### config.mk
export PLATFORM = sky130hd
export DESIGN_NAME = bram_share_ctl
export DESIGN_NICKNAME = d
export VERILOG_FILES = /design/src/rtl/bram_share_ctl.sv
export SDC_FILE = /design/constraint.sdc
export NUM_CORES = 1
export LEC_CHECK = 0
export CORE_MARGIN = 1.5
export CORE_UTILIZATION = 22
export DETAILED_ROUTE_END_ITERATION = 10
export PLACE_DENSITY = 0.78
export SLEW_MARGIN = 20
export SYNTH_ARGS = -nofsm -noshare
export SYNTH_HDL_FRONTEND = slang
export SYNTH_SLANG_ARGS = --single-unit
### constraint.sdc
create_clock -name CLK -period 2.3 [get_ports CLK]
set_clock_uncertainty 0.2 [all_clocks]
set_input_delay 0.575 -clock CLK [delete_from_list [all_inputs] [get_ports CLK]]
set_output_delay 0.575 -clock CLK [all_outputs]
set_load 0.05 [all_outputs]
### src/rtl/bram_share_ctl.sv
// bram_share_ctl: shares one port of a 512x36 block RAM between two
// requesters. Clears every location to CLEAR_VAL after reset or on
// request, then grants single-word accesses round-robin and returns
// read data with a per-requester valid strobe.
module bram_share_ctl #(
    parameter int unsigned        ADDR_W    = 9,
    parameter int unsigned        DATA_W    = 36,
    parameter logic [DATA_W-1:0]  CLEAR_VAL = '0
) (
    input  logic              CLK,
    input  logic              RST_N,
    input  logic              CLEAR_REQ,
    output logic              BUSY,
    input  logic              REQ0,
    input  logic              REQ1,
    input  logic              WE0,
    input  logic              WE1,
    input  logic [ADDR_W-1:0] ADDR0,
    input  logic [ADDR_W-1:0] ADDR1,
    input  logic [DATA_W-1:0] WDATA0,
    input  logic [DATA_W-1:0] WDATA1,
    output logic              GNT0,
    output logic              GNT1,
    output logic              RVALID0,
    output logic              RVALID1,
    output logic [DATA_W-1:0] RDATA,
    output logic              BRAM_EN,
    output logic              BRAM_WE,
    output logic [ADDR_W-1:0] BRAM_ADDR,
    output logic [DATA_W-1:0] BRAM_DIN,
    input  logic [DATA_W-1:0] BRAM_DOUT
);

    typedef enum logic [1:0] {
        ST_INIT,
        ST_CLEAR,
        ST_RUN
    } state_e;

    state_e            state_q, state_d;
    logic [ADDR_W-1:0] cnt_q, cnt_d;
    logic              ptr_q, ptr_d;
    logic              busy_q, busy_d;
    logic              rvalid0_q, rvalid0_d;
    logic              rvalid1_q, rvalid1_d;
    logic              gnt0, gnt1;

    // Round-robin grant; held off while in reset and in the cycle a clear is accepted
    always_comb begin
        logic run_ok;
        run_ok = RST_N && (state_q == ST_RUN) && !CLEAR_REQ;
        gnt0   = run_ok && REQ0 && (!REQ1 || !ptr_q);
        gnt1   = run_ok && REQ1 && (!REQ0 || ptr_q);
    end

    // RAM port drive: clear writes, granted access, or idle
    always_comb begin
        BRAM_EN   = 1'b0;
        BRAM_WE   = 1'b0;
        BRAM_ADDR = '0;
        BRAM_DIN  = '0;
        if (RST_N && (state_q == ST_CLEAR)) begin
            BRAM_EN   = 1'b1;
            BRAM_WE   = 1'b1;
            BRAM_ADDR = cnt_q;
            BRAM_DIN  = CLEAR_VAL;
        end else if (gnt0) begin
            BRAM_EN   = 1'b1;
            BRAM_WE   = WE0;
            BRAM_ADDR = ADDR0;
            BRAM_DIN  = WDATA0;
        end else if (gnt1) begin
            BRAM_EN   = 1'b1;
            BRAM_WE   = WE1;
            BRAM_ADDR = ADDR1;
            BRAM_DIN  = WDATA1;
        end
    end

    // Next-state logic for sequencer, clear counter, RR pointer and read strobes
    always_comb begin
        state_d   = state_q;
        cnt_d     = cnt_q;
        ptr_d     = ptr_q;
        busy_d    = busy_q;
        rvalid0_d = gnt0 && !WE0;
        rvalid1_d = gnt1 && !WE1;
        unique case (state_q)
            ST_INIT: begin
                state_d = ST_CLEAR;
                cnt_d   = '0;
                busy_d  = 1'b1;
            end
            ST_CLEAR: begin
                cnt_d = cnt_q + 1'b1;
                if (cnt_q == '1) begin
                    state_d = ST_RUN;
                    busy_d  = 1'b0;
                end
            end
            ST_RUN: begin
                if (CLEAR_REQ) begin
                    state_d = ST_CLEAR;
                    cnt_d   = '0;
                    busy_d  = 1'b1;
                end else if (gnt0) begin
                    ptr_d = 1'b1;
                end else if (gnt1) begin
                    ptr_d = 1'b0;
                end
            end
            default: begin
                state_d = ST_INIT;
                busy_d  = 1'b1;
            end
        endcase
    end

    // State registers with synchronous active-low reset
    always_ff @(posedge CLK) begin
        if (!RST_N) begin
            state_q   <= ST_INIT;
            cnt_q     <= '0;
            ptr_q     <= 1'b0;
            busy_q    <= 1'b1;
            rvalid0_q <= 1'b0;
            rvalid1_q <= 1'b0;
        end else begin
            state_q   <= state_d;
            cnt_q     <= cnt_d;
            ptr_q     <= ptr_d;
            busy_q    <= busy_d;
            rvalid0_q <= rvalid0_d;
            rvalid1_q <= rvalid1_d;
        end
    end

    assign GNT0    = gnt0;
    assign GNT1    = gnt1;
    assign BUSY    = busy_q;
    assign RVALID0 = rvalid0_q;
    assign RVALID1 = rvalid1_q;
    assign RDATA   = BRAM_DOUT;

endmodule

==> out/results.ini, run 1 <==
[placement]
hpwl_um = 5430
gp_congestion = 0.807
io_buffers = 148
dp.cells = 404

[logic_synthesis]
ys_seq_area_frac = 0.192
syn_inst = 192
synth_top_flop_cell = dfxtp_1
async_reset_ff_frac = 0
yosys-top-cells-area = a22o_1, dfxtp_1, buf_4
synth_common_cells = buf_4, a22o_1, nand2_1
synth_seq_cells = 15
synth_edf_count = 0
synth_most_common_cell = buf_4
syn_area_per_cell_um2 = 8.16
synth_top_area_frac = 0.201
synth_nets = 327
synth_top_cell_by_area = a22o_1
synth.distinct_cells = 37
ys.warnings.count = 0
syn_area_mm2 = 0.00157

[setup_path]
crit_path_max_fanout = 8
critPathLaunchType = input pin
reg2reg_to = cnt_q[8]
crit_type = input pin to primary output
end_kind = primary output
rrSetupSlack_ns = 0.29
cp.arrival_ns = 1.97
reg2reg_depth = 7
r2r-start = cnt_q[0]
crit_required_ns = 1.52

[cells_and_area]
syn_to_final_growth_pct = 185
num-nets-final = 481
layoutNonFillerInstCount = 441
drive_gt1_frac = 0.513
diodes = 0

[worst_hold_path]
min_to = BUSY
holdCritPathClass = flop to flop
holdPathStages = 2
hold_start = BUSY

[floorplan]
die_h_um = 87.4
dieArea_mm2 = 0.00764
start_util = 0.229
core_area_mm2 = 0.00683
die_w_um = 87.4
num_rows = 30
top_level_ports = 221

[timing]
grt_setup_unrepaired = yes
hold_viol = 0
max_freq_mhz = 365
slew_headroom = 0.642
timing.final.crit_share = 1.19
whs_ns = 0.309
min_period_ns = 2.74
slew_violations = 0
setup_violations = 49
max_slew.worst_pin.slew_ns = 0.535
fin_ws_ns = -0.441

[pwr]
finalPower_mw = 0.746
power_density_mw_per_mm2 = 167
leakagePower_nw = 1.88
ir_drop_v = 0.000146

[grt]
antenna_found_initial = 0
grt_max_degree = 17
grt_pass1_wl_um = 11800
first_global_vias = 2177
grt.total_usage = 0.204
overflow = 0

[route]
route.detailed.drc = 0
totalWireLength_um = 8460
ant_nets = 0
dr.first_iter.drc_count = 135
vias = 2153
wl_per_cell_um = 19.2
first_pass_iters = 5
avgViaCountPerCell = 4.88

[clock_tree]
cts_made_buffers = 3
cts.sinks = 15
cts.clk_slew.worst_paths_ns = 0.07
clk_latency_ns = 0.26
tritoncts = done
cts_max_path_buffers = 2
h-tree-depth = 1
cts_root_buf = clkbuf_8

[run_status]
status = finished, violations left
violations = setup timing

[job]
drv_cap = 0

==> metal layers <==
layer,up-vias,part of all wire,track usage
li1,989,-,-
met3,13,0.079,0.0379
met5,-,0,0
met1,1029,0.37,0.238
met2,122,0.54,0.383
met4,0,0.014,0.0390
==> layout make-up <==
cell class | instances | area [um^2]
clock buffer | 4 | 45.0
fill | 495 | 2370
inverter | 3 | 16.3
sequential | 15 | 302
timing repair buffer | 202 | 2730
multi-input combinational | 121 | 1250
tap | 96 | 120
==> worst max path at each step <==
stage          startpoint      endpoint  slack (ns)  cells past startpoint
2_1_floorplan       RST_N  BRAM_ADDR[1]       -0.25                      7
3_3_place_gp    CLEAR_REQ       BRAM_EN       -0.63                      7
3_5_place_dp    CLEAR_REQ       BRAM_EN       -0.65                      7
4_1_cts             RST_N  BRAM_ADDR[1]       -0.36                      8
5_1_grt             RST_N  BRAM_ADDR[4]       -0.46                     11
6_report            RST_N       BRAM_EN       -0.44                      8
==> power by group <==
| group | total [mW] | switching [mW] | internal, mW |
|---|---|---|---|
| Clock | 0.225 | 0.102 | 0.123 |
| Sequential | 0.266 | 0.00311 | 0.263 |
| Combinational | 0.255 | 0.0811 | 0.174 |
==> cell usage in the layout (no fill, tap or decap), types with 6 or more instances in the layout <==
master	instances
buf_16	6
clkdlybuf4s50_1	93
buf_12	60
a22oi_2	7
nand2_2	9
buf_6	15
buf_4	21
nand2_1	16
nor2b_1	6
dfxtp_1	14
a22o_4	36
==> registers in the layout, summed over array words and instances, names as in the netlist <==
register	cells
cnt_q	9
RVALID1	1
RVALID0	1
BUSY	1
state_q	2
ptr_q	1
==> kinds of logic after synthesis <==
family | count (synthesis) | synth area share
AND/OR/NAND/NOR | 53 | 0.177
adder cells (fa/ha/maj) | 2 | 0.0160
buffers and inverters | 56 | 0.272
AO/OA/AOI/OAI | 66 | 0.343
flip-flops | 15 | 0.192
==> per-stage QoR <==
stage	setup WS (ns)	area (um^2)	TNS, ns	util
after global placement	-0.631	3760	-28.69	0.550
after floorplan	-0.246	1890	-6.06	-
final	-0.441	4460	-17.12	0.653
after detailed placement	-0.647	3760	-29.29	0.550
after CTS	-0.359	4400	-14.15	0.644
after global routing	-0.464	4460	-18.76	0.653
==> critical path, stage by stage <==
cell	delay (ns)
buf_6	0.09
and4bb_4	0.20
and3_4	0.16
buf_12	0.12
buf_12	0.12
buf_12	0.13
or3_4	0.40
buf_12	0.16
==> timing repair <==
action | 4_1_cts | 5_1_grt
hold endpoints to repair | 0 | 0
pin swaps | 8 | 23
resized for setup | 54 | 19
endpoints found under the setup margin | 49 | 49
hold buffers | 0 | 0
setup buffers | 17 | 12
gates cloned | 9 | 1
(Power assumes the default switching activity.)
==> inputs of run 2 (changes only) <==
--- a/config.mk
+++ b/config.mk
@@ -7,6 +7,7 @@
 export LEC_CHECK = 0
 export CORE_MARGIN = 1.5
 export CORE_UTILIZATION = 22
+export CTS_BUF_LIST = sky130_fd_sc_hd__clkbuf_4
 export DETAILED_ROUTE_END_ITERATION = 10
 export PLACE_DENSITY = 0.78
 export SLEW_MARGIN = 20
==> out/results.ini, run 2 (same netlist as run 1, synthesis figures left out) <==
[grt]
grt_max_degree = 24  ; +7
grt.total_usage = 0.200  ; -0.00358
first_global_vias = 2168  ; -0.41%
overflow = 0  ; unchanged
antenna_found_initial = 0  ; unchanged
grt_pass1_wl_um = 11700  ; -0.99%

[setup_path]
end_kind = primary output
cp.arrival_ns = 1.84  ; -0.13 ns
crit_required_ns = 1.52  ; about the same
crit_path_max_fanout = 5  ; -3
critPathLaunchType = input pin
crit_type = input pin to primary output

[route]
vias = 2082  ; -3.3%
route.detailed.drc = 0  ; unchanged
wl_per_cell_um = 18.4  ; -4.0%
avgViaCountPerCell = 4.81  ; -1.5%
first_pass_iters = 5  ; unchanged
ant_nets = 0  ; unchanged
totalWireLength_um = 7970  ; -5.8%
dr.first_iter.drc_count = 159  ; +18%

[timing]
slew_headroom = 0.641  ; -0.00145
slew_violations = 0  ; unchanged
max_slew.worst_pin.slew_ns = 0.537  ; +0.00217 ns
max_freq_mhz = 383  ; +5.0%
hold_viol = 0  ; unchanged
grt_setup_unrepaired = yes
setup_violations = 49  ; unchanged
timing.final.crit_share = 1.14  ; -0.0563
fin_ws_ns = -0.312  ; +0.130 ns
min_period_ns = 2.61  ; -0.130 ns

[cells_and_area]
layout_commonest_cell = clkdlybuf4s50_1
drive_gt1_frac = 0.501  ; -0.0116
largest_register_ffs = 9  ; unchanged
postLayoutCoreUtil = 0.629  ; -0.0242
syn_to_final_growth_pct = 174
diodes = 0  ; unchanged
reg.largest.list = cnt_q (9), state_q (2)
num-nets-final = 473  ; -1.7%
final_cell_mix = clkdlybuf4s50_1, buf_12, a22o_4
layoutNonFillerInstCount = 433  ; -1.8%
largest-register = cnt_q
final_area_mm2 = 0.00430  ; -3.7%

[job]
drv_cap = 0  ; unchanged

[placement]
dp.cells = 404  ; unchanged
pre_cts_ws_ns = -0.647  ; unchanged
io_buffers = 148  ; unchanged
placed_area_mm2 = 0.00376  ; unchanged
hpwl_um = 5430  ; unchanged
gp_congestion = 0.807  ; unchanged

[clock_tree]
cts.clk_slew.worst_paths_ns = 0.10  ; +0.03 ns
h-tree-depth = 1  ; unchanged
cts.sinks = 15  ; unchanged
tritoncts = done
hold_buffers = 0  ; unchanged
clk_latency_ns = 0.30  ; +0.04 ns
cts_made_buffers = 3  ; unchanged
cts_max_path_buffers = 2  ; unchanged
cts_root_buf = clkbuf_4

[floorplan]
start_util = 0.229  ; unchanged
dieArea_mm2 = 0.00764  ; unchanged
die_h_um = 87.4  ; unchanged
die_w_um = 87.4  ; unchanged
top_level_ports = 221  ; unchanged
core_area_mm2 = 0.00683  ; unchanged
num_rows = 30  ; unchanged

[pwr]
p_sw_frac = 0.254  ; +0.00390
internal-power_mw = 0.515  ; -8.0%
clkPwrFrac = 0.249  ; -0.053
power_switching_mw = 0.175  ; -6.0%
power_density_mw_per_mm2 = 161  ; -3.9%
leakagePower_nw = 1.82  ; -3.3%
p_comb_frac = 0.368  ; +0.026
ir_drop_v = 0.000120  ; -18%
pwr-share-seq = 0.383  ; +0.027

[run_status]
violations = setup timing
status = finished, violations left

[worst_hold_path]
holdCritPathClass = flop to flop

-- run 2: changes by cell type in the layout (fill, tap and decap cells not counted), moves of 2 or more --
cell	delta
buf_16	-3
buf_6	-3
buf_8	-2
clkbuf_4	+4
clkbuf_8	-3
-- run 2: per-layer routing --
metal,wire length [um],GRT usage,part of all wire,up-vias
li1,-,-,-,972
met1,2970,0.228,0.37,980
met2,4210,0.373,0.53,116
met3,641,0.0398,0.080,14
met4,150,0.0563,0.019,0
met5,0,0,0,-
-- run 2: through the flow --
step | TNS [ns] | hold slack [ns] | power (mW)
6_report | -12.28 | 0.318 | 0.690
5_1_grt | -14.87 | 0.357 | 0.720
4_1_cts | -16.07 | 0.307 | 0.693
3_5_place_dp | -29.29 | 0.278 | 0.516
3_3_place_gp | -28.69 | 0.259 | 0.513
2_1_floorplan | -6.06 | 0.244 | 0.481
-- run 2: power groups by stage --
stage,registers (mW),clock network [mW],logic (mW)
3_5_place_dp,0.271,0,0.244
4_1_cts,0.265,0.175,0.253
5_1_grt,0.264,0.189,0.267
2_1_floorplan,0.270,0,0.211
6_report,0.264,0.172,0.254
3_3_place_gp,0.271,0,0.242
-- run 2: critical path, cell delays in order --
cell and delay (ns):
buf_6 0.09, and4bb_4 0.20, buf_6 0.12, nand3_4 0.08, inv_8 0.07, buf_16 0.14
or3_4 0.39, buf_12 0.16
-- run 2: path summary, 6_finish.rpt --
path	from	to	slack (ns)	depth (start not counted)
worst max-delay path	RST_N	BRAM_EN	-0.31	8
worst min register to register	BUSY	BUSY	0.32	2
worst max register to register	cnt_q[0]	cnt_q[8]	0.24	7
worst min-delay path	BUSY	BUSY	0.32	2
-- run 2: what timing repair did --
item | 4_1_cts | 5_1_grt
pin swaps | 13 | 19
resized for setup | 56 | 8
buffers inserted | 24 | 2
setup endpoints to repair | 49 | 49
cloned | 6 | 1
-- run 2: area by class of cell --
| type | count | area, um^2 |
|---|---|---|
| flip-flops and latches | 15 | 305 |
| inverters | 3 | 18.8 |
| repair buffers | 194 | 2570 |
| fillers | 508 | 2530 |
| multi-input cells | 121 | 1250 |
| well taps | 96 | 120 |
| clock buffers | 4 | 30.0 |
==> inputs of run 3 (changes only) <==
--- a/config.mk
+++ b/config.mk
@@ -5,11 +5,13 @@
 export SDC_FILE = /design/constraint.sdc
 export NUM_CORES = 1
 export LEC_CHECK = 0
-export CORE_MARGIN = 1.5
+export CORE_MARGIN = 2
 export CORE_UTILIZATION = 22
 export CTS_BUF_LIST = sky130_fd_sc_hd__clkbuf_4
 export DETAILED_ROUTE_END_ITERATION = 10
 export PLACE_DENSITY = 0.78
+export REMOVE_ABC_BUFFERS = 1
+export SKIP_CTS_REPAIR_TIMING = 1
 export SLEW_MARGIN = 20
 export SYNTH_ARGS = -nofsm -noshare
 export SYNTH_HDL_FRONTEND = slang
==> out/results.ini, run 3 (same netlist as run 1, synthesis figures left out) <==
[run_status]
status = finished, violations left
violations = setup timing

[cells_and_area]
reg.largest.list = cnt_q (9), state_q (2)
largest_register_ffs = 9  ; unchanged
drive_gt1_frac = 0.396  ; -0.105
largest-register = cnt_q
final_cell_mix = clkdlybuf4s50_1, buf_12, buf_4
nFillCells = 554  ; +9.1%
final_area_mm2 = 0.00389  ; -9.3%
layout_commonest_cell = clkdlybuf4s50_1
num-nets-final = 459  ; -3.0%
syn_to_final_growth_pct = 149
postLayoutCoreUtil = 0.570  ; -0.0588

[setup_path]
reg2reg_depth = 7  ; unchanged
rrSetupSlack_ns = 0.37  ; +0.13 ns
critPathLaunchType = flop
crit_path_max_fanout = 7  ; +2
cp.arrival_ns = 1.90  ; +0.06 ns
crit_required_ns = 1.52  ; about the same
r2r-start = cnt_q[0]
reg2reg_to = cnt_q[8]
crit_type = flop to primary output
end_kind = primary output

[floorplan]
core_area_mm2 = 0.00683  ; unchanged
dieArea_mm2 = 0.00781  ; +2.3%
start_util = 0.229  ; unchanged
die_w_um = 88.4  ; +1.1%
die_h_um = 88.4  ; +1.1%
num_rows = 30  ; unchanged
top_level_ports = 221  ; unchanged

[clock_tree]
cts.sinks = 15  ; unchanged
cts_root_buf = clkbuf_4
cts.clk_slew.worst_paths_ns = 0.10  ; about the same
cts_made_buffers = 3  ; unchanged
h-tree-depth = 1  ; unchanged
tritoncts = done
clk_latency_ns = 0.28  ; -0.02 ns
cts_max_path_buffers = 2  ; unchanged

[timing]
min_period_ns = 2.68  ; +0.0643 ns
max_slew.worst_pin.slew_ns = 0.501  ; -0.0361 ns
setup_violations = 49  ; unchanged
fin_ws_ns = -0.376  ; -0.0643 ns
grt_setup_unrepaired = yes
slew_headroom = 0.665  ; +0.0241
timing.final.crit_share = 1.16  ; +0.0280
hold_viol = 0  ; unchanged
max_freq_mhz = 374  ; -2.4%
slew_violations = 0  ; unchanged

[grt]
grt.total_usage = 0.201  ; +0.00112
grt_max_degree = 27  ; +13%
overflow = 0  ; unchanged
grt_pass1_wl_um = 11300  ; -3.4%
first_global_vias = 1941  ; -10%
antenna_found_initial = 8  ; +8

[job]
drv_cap = 0  ; unchanged

[placement]
hpwl_um = 7400  ; +36%
gp_congestion = 0.803  ; -0.51%
io_buffers = 148  ; unchanged
pre_cts_ws_ns = -0.771  ; -0.124 ns
placed_area_mm2 = 0.00348  ; -7.6%

[route]
totalWireLength_um = 9770  ; +23%
vias = 2113  ; +1.5%
wl_per_cell_um = 23.1  ; +25%
route.detailed.drc = 0  ; unchanged
avgViaCountPerCell = 5.00  ; +3.9%
first_pass_iters = 4  ; -1
ant_nets = 0  ; unchanged
dr.first_iter.drc_count = 82  ; -48%

[pwr]
leakagePower_nw = 1.61  ; -11%
ir_drop_v = 0.000186  ; +55%
power_density_mw_per_mm2 = 174  ; +8.4%
finalPower_mw = 0.678  ; -1.7%

[worst_hold_path]
min_to = ptr_q
holdCritPathClass = flop to flop
hold_start = ptr_q
holdPathStages = 2  ; unchanged

-- run 3: worst max-delay path by stage --
stage / start / to / cells past startpoint
after floorplan: CLEAR_REQ / BRAM_WE / 4
after global placement: CLEAR_REQ / BRAM_EN / 6
after detailed placement: CLEAR_REQ / BRAM_DIN[3] / 6
after CTS: CLEAR_REQ / BRAM_DIN[3] / 6
after global routing: state_q[0] / BRAM_DIN[2] / 5
final: state_q[0] / BRAM_DIN[2] / 5
-- run 3: area by class of cell --
class	instances	area [um^2]	area share
flip-flops and latches	15	302	0.0774
clock buffers	4	30.0	0.00771
repair buffers	179	2340	0.600
multi-input cells	122	1080	0.277
diodes	4	10.0	0.00257
well taps	96	120	0.0308
inverters	3	16.3	0.00418
-- run 3: critical path, cell delays in order (launching register included) --
cell       delay, ns
dfxtp_2         0.36
and4bb_4        0.38
and3_4          0.32
clkbuf_16       0.20
a22o_1          0.20
buf_12          0.15
-- run 3: layer usage --
layer	part of all wire	GRT usage
met3	0.18	0.185
met1	0.38	0.239
met5	0.0025	0.0260
met4	0.019	0.0234
met2	0.41	0.274
-- run 3: power by group --
group          switching, mW  total [mW]  leakage (nW)  internal [mW]
logic                 0.0754       0.246          1.47          0.171
clock network         0.0872       0.166        0.0184         0.0790
registers            0.00323       0.266         0.122          0.262
total                  0.166       0.678          1.61          0.512
-- run 3: metrics by stage --
step	hold WS (ns)	cells	TNS, ns
floorplan	0.244	139	-58.78
global placement	0.269	406	-31.82
detailed placement	0.281	406	-33.34
CTS	0.293	410	-33.23
global route	0.321	421	-15.85
finish	0.290	423	-13.41
